`src/rtl/regfile_pkg.sv`:
```
// regfile_pkg: shared FSM state type for the register file
package regfile_pkg;
    typedef enum logic {INIT = 1'b0, RUN = 1'b1} state_e;
endpackage

```
`src/rtl/regfile_rd_mux.sv`:
```
// regfile_rd_mux: DEPTH:1 combinational entry selector over a flattened array
module regfile_rd_mux #(
    parameter int WIDTH = 8,
    parameter int DEPTH = 8,
    localparam int AW = $clog2(DEPTH)
) (
    input  logic [DEPTH*WIDTH-1:0] mem_flat,
    input  logic [AW-1:0]          addr,
    output logic [WIDTH-1:0]       data
);
    assign data = mem_flat[addr*WIDTH +: WIDTH];
endmodule

```
`src/rtl/regfile_2r1w.sv`:
```
// regfile_2r1w: DEPTH x WIDTH register file, one write port, two registered read ports
// Define REGFILE_BYPASS_EN for write-first same-address reads; default is read-first.
module regfile_2r1w
    import regfile_pkg::*;
#(
    parameter int WIDTH = 8,
    parameter int DEPTH = 8,
    localparam int AW = $clog2(DEPTH)
) (
    input  logic             clk,
    input  logic             rst,
    input  logic             clr,
    output logic             ready,
    input  logic             we,
    input  logic [AW-1:0]    waddr,
    input  logic [WIDTH-1:0] wdata,
    input  logic             re_a,
    input  logic [AW-1:0]    raddr_a,
    output logic [WIDTH-1:0] rdata_a,
    output logic             rvalid_a,
    input  logic             re_b,
    input  logic [AW-1:0]    raddr_b,
    output logic [WIDTH-1:0] rdata_b,
    output logic             rvalid_b
);
    state_e             state_q, state_d;
    logic [AW-1:0]      ptr_q, ptr_d;
    logic [WIDTH-1:0]   mem_q [DEPTH];
    logic [DEPTH*WIDTH-1:0] mem_flat;
    logic               mem_we;
    logic [AW-1:0]      mem_addr;
    logic [WIDTH-1:0]   mem_wdata;
    logic               w_acc, rd_acc_a, rd_acc_b, fwd_a, fwd_b;
    logic [WIDTH-1:0]   mux_a, mux_b;
    logic [WIDTH-1:0]   rdata_a_q, rdata_a_d, rdata_b_q, rdata_b_d;
    logic               rvalid_a_q, rvalid_a_d, rvalid_b_q, rvalid_b_d;

    assign ready    = state_q == RUN;
    assign w_acc    = ready && !clr && we;
    assign rd_acc_a = ready && re_a;
    assign rd_acc_b = ready && re_b;

`ifdef REGFILE_BYPASS_EN
    assign fwd_a = w_acc && waddr == raddr_a;
    assign fwd_b = w_acc && waddr == raddr_b;
`else
    assign fwd_a = 1'b0;
    assign fwd_b = 1'b0;
`endif

    // The sweep shares the single write port so the array stays RAM-shaped
    always_comb begin
        state_d   = state_q;
        ptr_d     = ptr_q;
        mem_we    = w_acc;
        mem_addr  = waddr;
        mem_wdata = wdata;
        if (state_q == INIT) begin
            mem_we    = 1'b1;
            mem_addr  = ptr_q;
            mem_wdata = '0;
            ptr_d     = clr ? '0 : ptr_q + 1'b1;
            state_d   = (!clr && ptr_q == AW'(DEPTH - 1)) ? RUN : INIT;
        end else if (clr) begin
            state_d = INIT;
            ptr_d   = '0;
        end
    end

    always_comb begin
        rvalid_a_d = rd_acc_a;
        rvalid_b_d = rd_acc_b;
        rdata_a_d  = !rd_acc_a ? rdata_a_q : fwd_a ? wdata : mux_a;
        rdata_b_d  = !rd_acc_b ? rdata_b_q : fwd_b ? wdata : mux_b;
    end

    always_ff @(posedge clk) begin
        if (rst) begin
            state_q    <= INIT;
            ptr_q      <= '0;
            rdata_a_q  <= '0;
            rdata_b_q  <= '0;
            rvalid_a_q <= 1'b0;
            rvalid_b_q <= 1'b0;
        end else begin
            state_q    <= state_d;
            ptr_q      <= ptr_d;
            rdata_a_q  <= rdata_a_d;
            rdata_b_q  <= rdata_b_d;
            rvalid_a_q <= rvalid_a_d;
            rvalid_b_q <= rvalid_b_d;
        end
    end

    always_ff @(posedge clk) begin
        if (mem_we) mem_q[mem_addr] <= mem_wdata;
    end

    for (genvar i = 0; i < DEPTH; i++) begin : g_flat
        assign mem_flat[i*WIDTH +: WIDTH] = mem_q[i];
    end

    regfile_rd_mux #(.WIDTH(WIDTH), .DEPTH(DEPTH)) u_mux_a (
        .mem_flat (mem_flat),
        .addr     (raddr_a),
        .data     (mux_a)
    );

    regfile_rd_mux #(.WIDTH(WIDTH), .DEPTH(DEPTH)) u_mux_b (
        .mem_flat (mem_flat),
        .addr     (raddr_b),
        .data     (mux_b)
    );

    assign rdata_a  = rdata_a_q;
    assign rdata_b  = rdata_b_q;
    assign rvalid_a = rvalid_a_q;
    assign rvalid_b = rvalid_b_q;
endmodule
```
`config.mk`:
```
export PLATFORM = sky130hd
export DESIGN_NAME = regfile_2r1w
export DESIGN_NICKNAME = d
export VERILOG_FILES = /design/src/rtl/regfile_pkg.sv /design/src/rtl/regfile_rd_mux.sv /design/src/rtl/regfile_2r1w.sv
export SDC_FILE = /design/constraint.sdc
export NUM_CORES = 1
export LEC_CHECK = 0
export ABC_AREA = 1
export ABC_CLOCK_PERIOD_IN_PS = 2200
export BUFFER_PORTS_ARGS = -buffer_cell sky130_fd_sc_hd__buf_4
export CAP_MARGIN = 20
export CELL_PAD_IN_SITES_DETAIL_PLACEMENT = 0
export CELL_PAD_IN_SITES_GLOBAL_PLACEMENT = 1
export CORE_MARGIN = 2
export CORE_UTILIZATION = 44
export CTS_CLUSTER_SIZE = 20
export DETAILED_ROUTE_END_ITERATION = 10
export PLACE_DENSITY = 0.8
export SYNTH_ARGS = -nofsm -noshare
export SYNTH_HDL_FRONTEND = slang
export SYNTH_SLANG_ARGS = --single-unit
```
`constraint.sdc`:
```
create_clock -name clk -period 2.2 [get_ports clk]
set_input_delay 0.22 -clock clk [delete_from_list [all_inputs] [get_ports clk]]
set_output_delay 0.22 -clock clk [all_outputs]
set_load 0.01 [all_outputs]
```
; Yosys cells after proc, flatten, opt, wreduce, memory -nomap -nowiden
; Memory sizes are Yosys's and may differ from the RTL's.
; Index checks and enable logic that the tools add are counted.
[word_totals]
mem_bits_rw = 64
output_inout_bits = 19
reg_bits = 22
n_memories = 1
[memory_table]
columns = memory, depth, width, read_ports, rd_clocked_by_memory_dff, write_ports, line
row1 = mem_q, 8, 8, 8, 0, 1, regfile_2r1w.sv:28  ; logic [WIDTH-1:0] mem_q [DEPTH];
[op_classes]
add_sub_neg = 1
n_reduce_logical = 6
n_eq_ne = 2
n_mux = 11
shift = 2
[op_table]
columns = operator, n
row1 = $shiftx 64x7->8, 2
row2 = $mux 3, 4
row3 = $mux 8, 1
row4 = $mux 1, 6
row5 = $logic_and 1x1->1, 5
row6 = $add 3x1->3 const B, 1
row7 = $eq 3x3->1 const B, 1
row8 = $ne 2x2->1 const B, 1
row9 = $logic_not 1->1, 1

; Depth between registers and ports, before layout
; Gate-level depths: netlist of run 1.
[depth]
depth_word = 6
ltp_mapped = 8
ltp_nobuf = 6

; Hierarchy
; A second synthesis of run 1 with hierarchy kept.
[unflattened]
hier_cells = 643
hier_area_um2 = 4770.8
[by_module_without_submodules]
columns = mod, cells_per_inst, area_each_um2, instances
row1 = regfile_2r1w, 215, 2904.0, 1
row2 = regfile_rd_mux, 214, 933.4, 2

; Least setup slack after synthesis of run 1
; OpenSTA, ideal clock, no wires.
[synth_path]
path_kind = flip-flop to flip-flop
start = reg state_q, in the netlist ready
end = mem mem_q[1][0], enable pin
synth_period_minus_slack_ps = 1684
path_stages_with_launch = 7
required_time_ps = 1830
path_buffers = 1
t_arrival_ps = 1314
setup_slack_ps = 516
path_cell_list = dfxtp_1 > buf_4 > inv_2 > or2_1 > o21ai_2 > nand2_1 > nor2_1
[synth_via]
elab_chain_cells = 5
elab_cells_between_ends = 6
[synth_lines]
columns = element, line
row1 = from (decl), regfile_2r1w.sv:26  ; state_e state_q, state_d;
row2 = from (signal assigned), regfile_2r1w.sv:86  ; state_q <= state_d;
row3 = $logic_and 1x1->1 (2 in a row), regfile_2r1w.sv:39  ; assign w_acc = ready && !clr && we;
row4 = $mux 1, regfile_2r1w.sv:58  ; if (state_q == INIT) begin
row5 = $mux 1, regfile_2r1w.sv:96  ; if (mem_we) mem_q[mem_addr] <= mem_wdata;
row6 = $mux 1 (implied by the code), regfile_2r1w.sv:96
row7 = to (decl), regfile_2r1w.sv:28
; Parallel ways exist; a longest one is shown, timed or not.

; Worst setup path after layout of run 1
[layout_path]
start = reg state_q, in the netlist ready
end = mem mem_q[2][5], enable pin
; The elaborated chain is that of the path after synthesis.

==> flow_metrics.env, run 1 <==
export IMPL_cp_required_ns=2.18
export IMPL_rr_endpoint="mem_q[2][5]"
export IMPL_layout_commonest_cell="nand2_1"
export IMPL_leakage_nw=2.31
export IMPL_hold_depth=2
export IMPL_ant_nets=0
export IMPL_fillers=975
export IMPL_drive_above_1_share_pct=12.9
export IMPL_outcome="complete, no violations"
export IMPL_arrival_ns=1.82
export IMPL_synth_top_cell_by_area="edfxtp_1"
export IMPL_cp_slowest_cell="nor2_1"
export IMPL_htree_num_levels=3
export IMPL_nNetsFinal=577
export IMPL_finalSetupTns_ns=0
export IMPL_synthMuxAreaShare_pct=0
export IMPL_post_cts_buffers=0
export IMPL_grt_pass1_wl_mm=17.6
export IMPL_worstPathMaxFanout=8
export IMPL_io_buffer_count=41
export IMPL_ir_worst_vdd_mv=0.257
export IMPL_die_h_um=103
export IMPL_worstSetupPathType="flip-flop to flip-flop"
export IMPL_mostFrequentLayoutCells="nand2_1 (166), nand3_1 (98), inv_1 (80)"
export IMPL_synthAdderAreaFrac_pct=0.581
export IMPL_dp_worst_setup_slack_ns=0.376
export IMPL_power_density_mw_per_mm2=634
export IMPL_avgViaCountPerCell=5.07
export IMPL_core_mm2=0.00964
export IMPL_synth_top_area_share_pct=44.6
export IMPL_die_x_um=103
export IMPL_dr_total_vias=3499
export IMPL_antenna_found_initial=0
export IMPL_hold_end="rvalid_a"
export IMPL_grt_pass1_vias=3172
export IMPL_min_delay_start="rst"
export IMPL_synth_xor_area_share_pct=0
export IMPL_worstSetupStartpointType="flip-flop"
export IMPL_maxSlewHeadroom_pct=48.2
export IMPL_dr_pass1_iters=5
export IMPL_area_growth_pct=11.7
export IMPL_avgSynthCellArea_um2=8.28
export IMPL_cts_hold_buf=0
export IMPL_cts_tree="built"
export IMPL_tightestPinTransition_ns=0.774
export IMPL_finalWorstSetupSlack_ns=0.355
export IMPL_max_cap_viol_count=0
export IMPL_worstRegToRegCells=4
export IMPL_finalCritPeriodShare_pct=83.9
export IMPL_ios=42
export IMPL_drc=0
export IMPL_yosysWarnings=0
export IMPL_grtUsageMet1_pct=32.9
export IMPL_dieArea_mm2=0.0106
export IMPL_stdcell_area_mm2=0.00481
export IMPL_rr_startpoint="ready"
export IMPL_clkTransAtPathRegs_ns=0.10
export IMPL_fmax_mhz=542
export IMPL_numCtsBuffers=9
export IMPL_hold_class="input pin to flip-flop"
export IMPL_syn_area_mm2=0.00431
export IMPL_totalWireLength_mm=11.4
export IMPL_grt_max_degree=34
export IMPL_crit_buf_inv=1
export IMPL_post_cts_resized=0
export IMPL_synth_top_family_by_area="simple AND/OR/NAND/NOR gates"
export IMPL_initial_utilization_pct=44.7
export IMPL_grt_overflow=0
export IMPL_synth_compound_area_share_pct=4.59
export IMPL_clk_latency_ns=0.36
export IMPL_drtIter0Drc=302
export IMPL_dp_hpwl_mm=7.57
export IMPL_syn_num_nets=545
export IMPL_slowest_delay_ns=0.63
export IMPL_cp_end_kind="flip-flop"
export IMPL_synthSimpleGateAreaFrac_pct=27.4
export IMPL_crit_family="simple AND/OR/NAND/NOR gates"
export IMPL_startpoint="ready"
export IMPL_root_buffer="clkbuf_8"
export IMPL_num_rows=36
export IMPL_setup_viol=0
export IMPL_grt_use_total_pct=22.6
export IMPL_synthTopCellsByArea="edfxtp_1 (45%), nand2_1 (14%), nand3_1 (11%)"
export IMPL_drv_slew=0
export IMPL_post_drt_wl_per_cell_um=16.5
export IMPL_hold_slack_ns=0.0783
export IMPL_place_area_mm2=0.00462
export IMPL_ys_ff_latch=86
export IMPL_grtUsageMet3_pct=3.46
export IMPL_syn_inst=520
export IMPL_top_usage_layer="met2"
export IMPL_utilization_pct=49.9
export IMPL_fin_crit_ns=1.85
export IMPL_reg2reg_slack_ns=0.35
export IMPL_cts_buffer_depth=2
export IMPL_crit_chain="inv_2 -> o21ai_0 -> nand2_1 -> nor2_1"
export IMPL_ys_seq_area_share_pct=54.9
export IMPL_met2_usage_pct=34.5
export IMPL_numClockSinks=86
export IMPL_final_hold_violation_count=0
export IMPL_rsz0062_at_grt="no"
export IMPL_synth_distinct_cells=20
export IMPL_gp_congestion=0.869
export IMPL_clock_skew_ns=0.0158
export IMPL_n_antenna_cell=0
-- registers in the layout (all words and copies together), names as in the netlist --
name / cells
rdata_a: 8
rvalid_b: 1
rvalid_a: 1
rdata_b: 8
ptr_q: 3
ready: 1
mem_q: 64
-- per-stage QoR --
| stage | cells | power, mW |
|---|---|---|
| after floorplan | 520 | 1.98 |
| after global placement | 674 | 2.05 |
| after detailed placement | 674 | 2.05 |
| after CTS | 690 | 3.07 |
| after global routing | 690 | 3.16 |
| final | 690 | 3.05 |
-- where the power goes --
part	leakage (nW)	internal (mW)	total (mW)	switching (mW)
registers	0.719	1.75	1.75	0.00860
clock network	0.0905	0.447	1.03	0.583
logic	1.50	0.0836	0.261	0.177
-- Yosys cell counts --
library cell and number:
a21oi_1 19, or2_0 1, or2_1 1, o21ai_0 17, dfxtp_1 22, buf_2 10
nand2_1 166, buf_4 5, inv_2 3, inv_1 80, edfxtp_1 64, inv_4 2
buf_6 10, nor2_1 14, ha_1 2, clkinv_2 2, clkbuf_1 1, nand3_1 98
o21ai_2 2, buf_1 1
-- logic make-up (layout without fill, tap and decap cells) --
group / Yosys count / count (layout)
adders and majority gates: 2 / 2
and+or+nand+nor: 280 / 280
DFF: 86 / 86
buffers and inverters: 114 / 151
AOI/OAI and AO/OA: 38 / 38
-- worst reg2reg max path: cells and delay by family (launching register included) --
kind | cells | cell delay [ns]
compound gates | 1 | 0.21
buf+inv | 1 | 0.08
flops | 1 | 0.40
simple gates | 2 | 0.78
-- routing by layer --
layer | vias up | part of all wire, %
met4 | 0 | 1.5
met2 | 123 | 46
met3 | 15 | 6.3
met1 | 1639 | 46
met5 | - | 0
li1 | 1722 | -
-- worst max-delay path by stage --
stage	endpoint	cells past startpoint	slack, ns
global route	mem_q[2][4]	4	0.17
floorplan	mem_q[1][0]	6	0.52
CTS	mem_q[2][4]	4	0.35
finish	mem_q[2][5]	4	0.35
detailed placement	mem_q[2][0]	4	0.38
global placement	mem_q[2][3]	4	0.47
-- layout make-up --
class | count | area [um^2] | share of cell area (%)
sequential | 86 | 2360 | 49.1
multi-input combinational | 320 | 1400 | 29.1
timing repair buffer | 48 | 360 | 7.49
inverter | 87 | 334 | 6.95
tap | 133 | 166 | 3.46
clock buffer | 10 | 138 | 2.86
clock inverter | 6 | 46.3 | 0.963
No activity file was read; power rests on OpenSTA's default activity.
==> run 2: changes to the inputs <==
ABC_CLOCK_PERIOD_IN_PS = 1850   (was 2200)
clock period = 1.85 ns   (was 2.2 ns; I/O delays follow)
==> run 2 against run 1 <==
Total power rose by 21%. Combinational power increased by 25%. Final area is 0.88% higher. Non-clock buffer count grew 4. Maximum frequency grew 10%. Largest cell class unchanged.
==> flow_metrics.env, run 2 (synthesis gave the netlist of run 1 again) <==
export IMPL_dr_total_vias=3515
export IMPL_layout_commonest_cell="nand2_1"
export IMPL_mostFrequentLayoutCells="nand2_1 (166), nand3_1 (98), inv_1 (80)"
export IMPL_multiInputGateArea_mm2=0.00140
export IMPL_hold_depth=2
export IMPL_ant_nets=0
export IMPL_drtIter0Drc=198
export IMPL_io_buffer_count=41
export IMPL_cts_tree="built"
export IMPL_p_switching_uw=902
export IMPL_grt_pass1_wl_mm=17.7
export IMPL_n_antenna_cell=0
export IMPL_rr_endpoint="mem_q[2][5]"
export IMPL_leakage_nw=2.34
export IMPL_finalWorstSetupSlack_ns=0.179
export IMPL_dp_worst_setup_slack_ns=0.137
export IMPL_numClockSinks=86
export IMPL_die_x_um=103
export IMPL_internal_power_mw=2.79
export IMPL_stdcell_area_mm2=0.00485
export IMPL_largest_register="mem_q"
export IMPL_hold_end="ptr_q[1]"
export IMPL_outcome="complete, no violations"
export IMPL_clk_latency_ns=0.36
export IMPL_final_hold_violation_count=0
export IMPL_cp_slowest_cell="dfxtp_1"
export IMPL_crit_chain="inv_2 -> or2_0 -> o21ai_2 -> nand2_1 -> nor2_2 -> buf_4"
export IMPL_p_seq_share_pct=56.6
export IMPL_antenna_found_initial=0
export IMPL_fin_crit_ns=1.67
export IMPL_grt_pass1_vias=3225
export IMPL_initial_utilization_pct=44.7
export IMPL_numCtsBuffers=9
export IMPL_core_mm2=0.00964
export IMPL_maxSlewHeadroom_pct=60.8
export IMPL_clock_skew_ns=0.00872
export IMPL_arrival_ns=1.75
export IMPL_power_density_mw_per_mm2=760
export IMPL_rr_startpoint="ready"
export IMPL_worstSetupPathType="flip-flop to flip-flop"
export IMPL_dieArea_mm2=0.0106
export IMPL_dp_hpwl_mm=7.65
export IMPL_sw_frac_of_total_pct=24.5
export IMPL_grt_overflow=0
export IMPL_fmax_mhz=598
export IMPL_grt_max_degree=34
export IMPL_cp_required_ns=1.92
export IMPL_rsz0062_at_grt="no"
export IMPL_hold_class="input pin to flip-flop"
export IMPL_worstRegToRegCells=6
export IMPL_clkTransAtPathRegs_ns=0.09
export IMPL_post_cts_buffers=0
export IMPL_reg2reg_slack_ns=0.18
export IMPL_nNetsFinal=581
export IMPL_die_h_um=103
export IMPL_slowest_delay_ns=0.47
export IMPL_ios=42
export IMPL_combPwrFrac_pct=8.8
export IMPL_htree_num_levels=3
export IMPL_finalSetupTns_ns=0
export IMPL_utilization_pct=50.3
export IMPL_gp_congestion=0.813
export IMPL_drv_slew=0
export IMPL_cp_end_kind="flip-flop"
export IMPL_root_buffer="clkbuf_8"
export IMPL_setup_viol=0
export IMPL_max_cap_viol_count=0
export IMPL_tightestPinTransition_ns=0.587
export IMPL_totalWireLength_mm=11.6
export IMPL_finalCritPeriodShare_pct=90.3
export IMPL_critical_path_depth=6
export IMPL_cts_buffer_depth=2
export IMPL_worstSetupStartpointType="flip-flop"
export IMPL_avgViaCountPerCell=5.06
export IMPL_hold_slack_ns=0.0387
export IMPL_area_growth_pct=12.7
export IMPL_place_area_mm2=0.00465
export IMPL_fillers=950
export IMPL_worstPathMaxFanout=6
export IMPL_dr_pass1_iters=5
export IMPL_crit_family="simple AND/OR/NAND/NOR gates"
export IMPL_p_clk_share_pct=34.5
export IMPL_drive_above_1_share_pct=13.7
export IMPL_regArea_mm2=0.00236
export IMPL_ir_worst_vdd_mv=0.343
export IMPL_largest_register_ffs=64
export IMPL_grt_use_total_pct=23.0
export IMPL_crit_buf_inv=2
export IMPL_drc=0
export IMPL_post_drt_wl_per_cell_um=16.7
export IMPL_num_rows=36
export IMPL_min_delay_start="rst"
[run 2: power groups by stage]
stage | combinational [mW] | clock, mW | sequential (mW)
floorplan | 0.227 | 0 | 2.13
global placement | 0.320 | 0 | 2.13
detailed placement | 0.321 | 0 | 2.13
CTS | 0.323 | 1.30 | 2.09
global route | 0.358 | 1.39 | 2.09
finish | 0.325 | 1.27 | 2.09
[run 2: metrics by stage]
step / total power, mW / std cells
finish: 3.69 / 694
CTS: 3.71 / 694
floorplan: 2.35 / 520
global placement: 2.45 / 678
detailed placement: 2.45 / 678
global route: 3.84 / 694
[run 2: worst max path at each step]
stage	from	end	slack (ns)
after floorplan	ready	mem_q[1][0]	0.17
after global placement	ready	mem_q[2][0]	0.20
after detailed placement	ready	mem_q[2][3]	0.14
after CTS	ready	mem_q[2][7]	0.09
after global routing	ready	mem_q[2][5]	0.06
final	ready	mem_q[2][5]	0.18
[run 2: cell type report]
type                            instances  area share [%]
Clock buffer                           11            3.35
Clock inverter                          5           0.645
Inverter                               87            6.89
Multi-Input combinational cell        320            28.9
Sequential cell                        86            48.7
Tap cell                              133            3.43
Timing Repair Buffer                   52            8.05
[run 2: repair_timing]
| item | CTS | global route |
|---|---|---|
| hold buffers | 0 | 0 |
| setup endpoints to repair | 0 | 5 |
| gates resized for setup | 0 | 1 |
[run 2: routing by layer]
metal	vias to the layer above	wire length (um)	GRT usage, %
met5	-	0	0
met4	0	156	7.09
met3	14	732	3.19
met2	151	5370	36.9
met1	1619	5320	32.6
li1	1731	-	-
